### src/rtl/regfile_wb_arbiter_pkg.sv
// Shared writeback types: register address, data word and the per-requester write request.
package regfile_wb_arbiter_pkg;

    typedef logic [4:0]  reg_addr_t;
    typedef logic [31:0] uint32_t;

    typedef struct packed {
        reg_addr_t  waddr;
        logic [3:0] we;
        uint32_t    wdata;
    } wb_req_t;

    localparam int WB_NUM_REQ      = 4;
    localparam int WB_STARVE_LIMIT = 7;
    localparam int WB_CW           = 3;

    // A write to x0 or with no byte enables is acknowledged without using a port.
    function automatic logic wb_is_null(input wb_req_t r);
        return (r.waddr == '0) || (r.we == '0);
    endfunction

endpackage

### src/rtl/regfile_wb_arbiter_if.sv
// Writeback request bus: NUM_REQ packed requesters (requester 0 in the LSBs) with valid/ready.
interface regfile_wb_arbiter_if #(
    parameter int NUM_REQ = regfile_wb_arbiter_pkg::WB_NUM_REQ
) ();
    import regfile_wb_arbiter_pkg::*;

    logic      [NUM_REQ-1:0]      req_valid;
    logic      [NUM_REQ-1:0]      req_ready;
    reg_addr_t [NUM_REQ-1:0]      req_waddr;
    logic      [NUM_REQ-1:0][3:0] req_we;
    uint32_t   [NUM_REQ-1:0]      req_wdata;

    modport master (
        output req_valid, req_waddr, req_we, req_wdata,
        input  req_ready
    );

    modport slave (
        input  req_valid, req_waddr, req_we, req_wdata,
        output req_ready
    );

endinterface

### src/rtl/regfile_wb_arbiter_rr_pick.sv
// First-one finder: starved candidates win lowest index first, otherwise rotate from ptr_i.
module regfile_wb_arbiter_rr_pick #(
    parameter int N  = 4,
    parameter int PW = $clog2(N)
) (
    input  logic [N-1:0]  cand_i,
    input  logic [N-1:0]  starved_i,
    input  logic [N-1:0]  excl_i,
    input  logic [PW-1:0] ptr_i,
    output logic          gnt_vld_o,
    output logic [PW-1:0] gnt_idx_o
);
    logic [N-1:0]  elig;
    logic [N-1:0]  elig_starved;
    logic [PW-1:0] slot;

    // NOTE: every output gets a default before any conditional update, so no latch is inferred.
    always_comb begin
        elig         = cand_i & ~excl_i;
        elig_starved = elig & starved_i;
        gnt_vld_o    = 1'b0;
        gnt_idx_o    = '0;
        slot         = '0;
        // Scan downwards so the last hit written is the highest-priority one.
        for (int i = N - 1; i >= 0; i--) begin
            if (elig_starved[i]) begin
                gnt_vld_o = 1'b1;
                gnt_idx_o = PW'(i);
            end
        end
        if (!gnt_vld_o) begin
            for (int k = N - 1; k >= 0; k--) begin
                slot = PW'((int'(ptr_i) + k) % N);
                if (elig[slot]) begin
                    gnt_vld_o = 1'b1;
                    gnt_idx_o = slot;
                end
            end
        end
    end

endmodule

### src/rtl/regfile_wb_arbiter.sv
// Arbitrates NUM_REQ writeback requesters onto the two registered regfile write ports,
// round-robin with starvation override and no same-register dual writes.
module regfile_wb_arbiter
    import regfile_wb_arbiter_pkg::*;
#(
    parameter int NUM_REQ      = WB_NUM_REQ,
    parameter int STARVE_LIMIT = WB_STARVE_LIMIT,
    parameter int CW           = WB_CW
) (
    input  logic                clk,
    input  logic                reset,
    regfile_wb_arbiter_if.slave wb,
    output logic [3:0]          inst1_we,
    output reg_addr_t           inst1_waddr,
    output uint32_t             inst1_wdata,
    output logic [3:0]          inst2_we,
    output reg_addr_t           inst2_waddr,
    output uint32_t             inst2_wdata
);
    localparam int PW = $clog2(NUM_REQ);

    wb_req_t [NUM_REQ-1:0] req;
    logic    [NUM_REQ-1:0] null_ack, cand, starved, same_addr, excl2, g1_oh, g2_oh;
    logic                  g1_vld, g2_vld;
    logic    [PW-1:0]      g1_idx, g2_idx, last_idx;
    logic    [PW-1:0]      rr_ptr_q, rr_ptr_d;
    logic    [CW-1:0]      starve_cnt_q [NUM_REQ];

    always_comb begin
        for (int i = 0; i < NUM_REQ; i++) begin
            req[i].waddr = wb.req_waddr[i];
            req[i].we    = wb.req_we[i];
            req[i].wdata = wb.req_wdata[i];
            null_ack[i]  = wb.req_valid[i] && wb_is_null(req[i]);
            cand[i]      = wb.req_valid[i] && !wb_is_null(req[i]);
            starved[i]   = (starve_cnt_q[i] == CW'(STARVE_LIMIT));
        end
    end

    regfile_wb_arbiter_rr_pick #(.N(NUM_REQ), .PW(PW)) u_pick_g1 (
        .cand_i    (cand),
        .starved_i (starved),
        .excl_i    ({NUM_REQ{1'b0}}),
        .ptr_i     (rr_ptr_q),
        .gnt_vld_o (g1_vld),
        .gnt_idx_o (g1_idx)
    );

    // Port 2 skips port 1's winner and anyone targeting the same register.
    always_comb begin
        for (int i = 0; i < NUM_REQ; i++) begin
            same_addr[i] = (req[i].waddr == req[g1_idx].waddr);
            g1_oh[i]     = g1_vld && (g1_idx == PW'(i));
        end
        excl2 = same_addr | g1_oh;
    end

    regfile_wb_arbiter_rr_pick #(.N(NUM_REQ), .PW(PW)) u_pick_g2 (
        .cand_i    (cand),
        .starved_i (starved),
        .excl_i    (excl2),
        .ptr_i     (rr_ptr_q),
        .gnt_vld_o (g2_vld),
        .gnt_idx_o (g2_idx)
    );

    always_comb begin
        for (int i = 0; i < NUM_REQ; i++) begin
            g2_oh[i] = g2_vld && (g2_idx == PW'(i));
        end
        wb.req_ready = reset ? '0 : (null_ack | g1_oh | g2_oh);
        last_idx     = g2_vld ? g2_idx : g1_idx;
        rr_ptr_d     = rr_ptr_q;
        if (g1_vld) begin
            rr_ptr_d = (last_idx == PW'(NUM_REQ - 1)) ? '0 : last_idx + 1'b1;
        end
    end

    // NOTE: the counter array is real control state, so every entry is cleared on reset.
    always_ff @(posedge clk) begin
        if (reset) begin
            rr_ptr_q    <= '0;
            inst1_we    <= '0;
            inst1_waddr <= '0;
            inst1_wdata <= '0;
            inst2_we    <= '0;
            inst2_waddr <= '0;
            inst2_wdata <= '0;
            for (int i = 0; i < NUM_REQ; i++) starve_cnt_q[i] <= '0;
        end else begin
            rr_ptr_q <= rr_ptr_d;
            for (int i = 0; i < NUM_REQ; i++) begin
                if (!wb.req_valid[i] || wb.req_ready[i]) starve_cnt_q[i] <= '0;
                else if (!starved[i])                    starve_cnt_q[i] <= starve_cnt_q[i] + 1'b1;
            end
            inst1_we <= g1_vld ? req[g1_idx].we : 4'b0000;
            inst2_we <= g2_vld ? req[g2_idx].we : 4'b0000;
            if (g1_vld) begin
                inst1_waddr <= req[g1_idx].waddr;
                inst1_wdata <= req[g1_idx].wdata;
            end
            if (g2_vld) begin
                inst2_waddr <= req[g2_idx].waddr;
                inst2_wdata <= req[g2_idx].wdata;
            end
        end
    end

endmodule

### src/flat_wrapper.sv
// flat-port wrapper written by rule: the top's interface ports become plain ports
module regfile_wb_arbiter_flat import regfile_wb_arbiter_pkg::*;
#(
    parameter int NUM_REQ      = WB_NUM_REQ,
    parameter int STARVE_LIMIT = WB_STARVE_LIMIT,
    parameter int CW           = WB_CW
)
  (clk, reset, inst1_we, inst1_waddr, inst1_wdata, inst2_we, inst2_waddr, inst2_wdata, wb_req_valid, wb_req_waddr, wb_req_we, wb_req_wdata, wb_req_ready);
  regfile_wb_arbiter_if #(.NUM_REQ(NUM_REQ)) wb_i ();
  input  logic clk;
  input  logic reset;
  output logic [3:0] inst1_we;
  output reg_addr_t inst1_waddr;
  output uint32_t inst1_wdata;
  output logic [3:0] inst2_we;
  output reg_addr_t inst2_waddr;
  output uint32_t inst2_wdata;
  input wire logic [$bits(wb_i.req_valid)-1:0] wb_req_valid;
  input wire logic [$bits(wb_i.req_waddr)-1:0] wb_req_waddr;
  input wire logic [$bits(wb_i.req_we)-1:0] wb_req_we;
  input wire logic [$bits(wb_i.req_wdata)-1:0] wb_req_wdata;
  output wire logic [$bits(wb_i.req_ready)-1:0] wb_req_ready;
  assign wb_i.req_valid = wb_req_valid;
  assign wb_i.req_waddr = wb_req_waddr;
  assign wb_i.req_we = wb_req_we;
  assign wb_i.req_wdata = wb_req_wdata;
  assign wb_req_ready = wb_i.req_ready;
  regfile_wb_arbiter #(.NUM_REQ(NUM_REQ), .STARVE_LIMIT(STARVE_LIMIT), .CW(CW)) u_core (.clk(clk), .reset(reset), .wb(wb_i), .inst1_we(inst1_we), .inst1_waddr(inst1_waddr), .inst1_wdata(inst1_wdata), .inst2_we(inst2_we), .inst2_waddr(inst2_waddr), .inst2_wdata(inst2_wdata));
endmodule
### config.mk
export PLATFORM = sky130hd
export DESIGN_NAME = regfile_wb_arbiter_flat
export DESIGN_NICKNAME = d
export VERILOG_FILES = /design/src/rtl/regfile_wb_arbiter_pkg.sv /design/src/rtl/regfile_wb_arbiter_if.sv /design/src/rtl/regfile_wb_arbiter_rr_pick.sv /design/src/rtl/regfile_wb_arbiter.sv /design/src/flat_wrapper.sv
export SDC_FILE = /design/constraint.sdc
export NUM_CORES = 1
export LEC_CHECK = 0
export CORE_MARGIN = 5
export CORE_UTILIZATION = 43
export DETAILED_ROUTE_END_ITERATION = 10
export PLACE_DENSITY = 0.84
export SYNTH_ARGS = -nofsm -noshare
export SYNTH_HDL_FRONTEND = slang
export SYNTH_SLANG_ARGS = --single-unit
### constraint.sdc
create_clock -name clk -period 6.6 [get_ports clk]
set_input_delay 1.32 -clock clk [delete_from_list [all_inputs] [get_ports clk]]
set_output_delay 1.32 -clock clk [all_outputs]
set_load 0.01 [all_outputs]
==> summary.txt <==
Power
  – Total power: between 0.004 and 0.005 W
  – VDD IR-drop max: between 300 and 400 uV
  – Leakage: approximately 5.2 nW
  – Pwr dens: 366 nW/um2

Die
  – Starting Density: 0.434
  – Die area: around 22000 um2
  – Site Rows: 50
  – Die width: 147 um
  – Die height: ~150 um
  – Core box area: 18600 um2
  – I/O pin count: 256

Route
  – 1st-pass router iterations: 7
  – WL per Instance: ~22 um
  – DR vias: approximately 11000
  – Routed WL: approximately 37 mm
  – Vias/cell: about 6.3
  – 1st-iter DRT viols: between 1000 and 1500
  – Drt drc: 0
  – Remaining antenna violation count after routing: 0

Worst setup path
  – Crit path required time: ~5.3 ns
  – Critical path endpoint category: primary output
  – Worst Path Arrival: approximately 5.3 ns
  – Crit start category: input pin
  – Setup CP Type: input pin to primary output
  – CP Max Fanout: 5
  – R2R setup slack: 1.53 ns

Synthesis
  – Most used DFF post-synth: dfxtp_1
  – Post-synth EDFFs: 12
  – Synth top area cells: dfxtp_1 (21%), nand2_1 (12%), o211ai_1 (6.3%)
  – Post-synth top area share: 0.208
  – Sequential share of the synthesized area: 0.252
  – Largest area contributor in the netlist: dfxtp_1
  – Flops & latches, synth: 96
  – Async set or reset register ratio after synthesis: 0
  – Warnings from Yosys: 0
  – Syn Inst Count: ~1100
  – Avg Cell Area, Syn: approximately 7.3 um2
  – Netlist cell types: between 90 and 100
  – Synthesized area: between 8000 and 9000 um2

STA
  – Setup_tns: -0.0761 ns
  – RSZ-0062 raised after global routing: true
  – Max Clk Rate: about 150 MHz
  – Final setup vio count: 2
  – Hold WS: 0.452 ns
  – Clk_skew: ~0.013 ns
  – Final worst slack: -0.0426 ns
  – Final hold violation count: 0
  – Relative slew slack: 0.318
  – Fin crit share: 1.01
  – Least-Margin Pin Slew: roughly 1.0 ns
  – Post-layout min period: roughly 6.6 ns
  – Slew Limit Fails: 0

GRT
  – GR Overflow Total: 0
  – GRT Overall Usage: 0.325
  – Initial antenna violation count: 0
  – Wire length of the first global-routing pass: about 57 mm
  – Vias in the first global route: about 10000
  – Largest net degree at the start of global routing: 55

Cells and area
  – Commonest cells after routing, fill and taps aside: nand2_1 (254), clkdlybuf4s50_1 (215), buf_4 (191), nand3_1 (98), dfxtp_1 (84)
  – Total Nets Final: 1650
  – Core Util, Final: 0.682
  – Diodes inserted: 0
  – Ratio of cells with drive above 1 in the final layout: 0.217
  – P&R area growth vs syn: 56.9%
  – Commonest non-fill, non-tap cell in the layout: nand2_1

Clocking
  – Clk sinks: 96
  – H-tree levels: 3
  – CTS tree: built
  – Clock Tree Buf Depth: 2
  – Clock slew at reported path FFs: 0.08 ns
  – Root Driver: clkbuf_16
  – Clock Latency Late Sink: roughly 0.37 ns
  – Cts bufs inserted: 9

Worst hold path
  – Hold WC Path Type: flip-flop to flip-flop

Placed design
  – Placer Congestion: 1.01
  – Port buffer count: approximately 260
  – Dpl ws: -0.930 ns
  – Post-DP HPWL: about 26 mm

Run
  – Maxcap violations: 0

Status
  – Violated checks: negative setup slack
  – Status: complete, but fails checks
==> cell usage after synthesis, types with 13 or more instances <==
| cell | n |
|---|---|
| nand3_1 | 99 |
| nand2_1 | 255 |
| nand4_1 | 30 |
| clkbuf_1 | 75 |
| o21ai_0 | 25 |
| mux2i_1 | 42 |
| nor2_1 | 18 |
| dfxtp_1 | 84 |
| o211ai_1 | 68 |
| nor4_1 | 14 |
| a211o_1 | 29 |
| nor3_1 | 15 |
| inv_1 | 26 |
| o31ai_1 | 30 |
| a21oi_1 | 52 |
| buf_1 | 13 |
==> power by group <==
| group | switching, W | internal, W | total, W | leakage [nW] |
|---|---|---|---|---|
| logic | 0.00175 | 0.00139 | 0.00314 | 4.24 |
| clock network | 0.000268 | 0.000334 | 0.000602 | 0.160 |
| registers | 0.000114 | 0.000796 | 0.000909 | 0.839 |
| total | 0.00213 | 0.00252 | 0.00465 | 5.23 |
==> repair_timing <==
action,4_1_cts,5_1_grt
hold buffers,0,0
buffers inserted,42,11
setup endpoints to repair,4,4
endpoints found under the hold margin,0,0
gates cloned,1,0
pin swaps,51,45
resized for setup,142,33
==> worst paths after layout <==
kind,from,endpoint,cells after the start
hold reg to reg,u_core.inst1_wdata[26]$_SDFFE_PP0P_,u_core.inst1_wdata[26]$_SDFFE_PP0P_,2
hold / removal,u_core.inst1_wdata[26]$_SDFFE_PP0P_,u_core.inst1_wdata[26]$_SDFFE_PP0P_,2
setup reg to reg,u_core.starve_cnt_q[1][0]$_SDFFCE_PN0P_,u_core.starve_cnt_q[2][1]$_SDFFCE_PN0P_,19
setup / recovery,wb_req_we[15],wb_req_ready[0],16
==> registers in the layout, indices dropped and copies added, names as in the netlist <==
name and flops:
u_core.inst1_waddr 5, u_core.inst1_wdata 32, u_core.starve_cnt_q 12, u_core.inst2_we 4
u_core.inst1_we 4, u_core.inst2_waddr 5, u_core.inst2_wdata 32, u_core.rr_ptr_q 2
==> cell families after synthesis <==
family | synth area share
simple gates | 0.284
mux | 0.0533
compound gates | 0.298
flops | 0.252
fa+ha+maj | 0.0124
other cells | 0.000463
buf+inv | 0.0756
xor+xnor | 0.0238
==> metal layers <==
layer | global-route usage | share of wire | vias to the layer above
met1 | 0.409 | 0.39 | 4971
li1 | - | - | 4858
met4 | 0.184 | 0.055 | 0
met3 | 0.0611 | 0.096 | 173
met5 | 0 | 0 | -
met2 | 0.524 | 0.46 | 732
==> per-stage QoR <==
step | area, um2 | instances
finish | 12700 | 1711
global route | 12700 | 1711
CTS | 12600 | 1702
detailed placement | 11800 | 1643
global placement | 11800 | 1643
floorplan | 8220 | 1107
==> critical path: stages <==
cell	delay (ns)
clkdlybuf4s15_1	0.20
o41a_1	0.56
o211a_1	0.22
buf_4	0.17
o211ai_4	0.22
o21ai_4	0.13
buf_4	0.15
or4_4	0.52
a32oi_2	0.17
or3b_4	0.45
buf_6	0.14
a2111oi_4	0.26
nor3_4	0.08
or3_4	0.42
a21oi_4	0.17
buf_6	0.12
==> final cells by class <==
type | instances | area, um2
clock inverter | 5 | 66.3
fill | 1548 | 5940
clock buffer | 11 | 264
multi-input combinational | 873 | 5800
timing repair buffer | 465 | 4140
inverter | 27 | 101
tap | 234 | 293
sequential | 96 | 2040
Note: power is estimated with default switching activity, not from simulation.
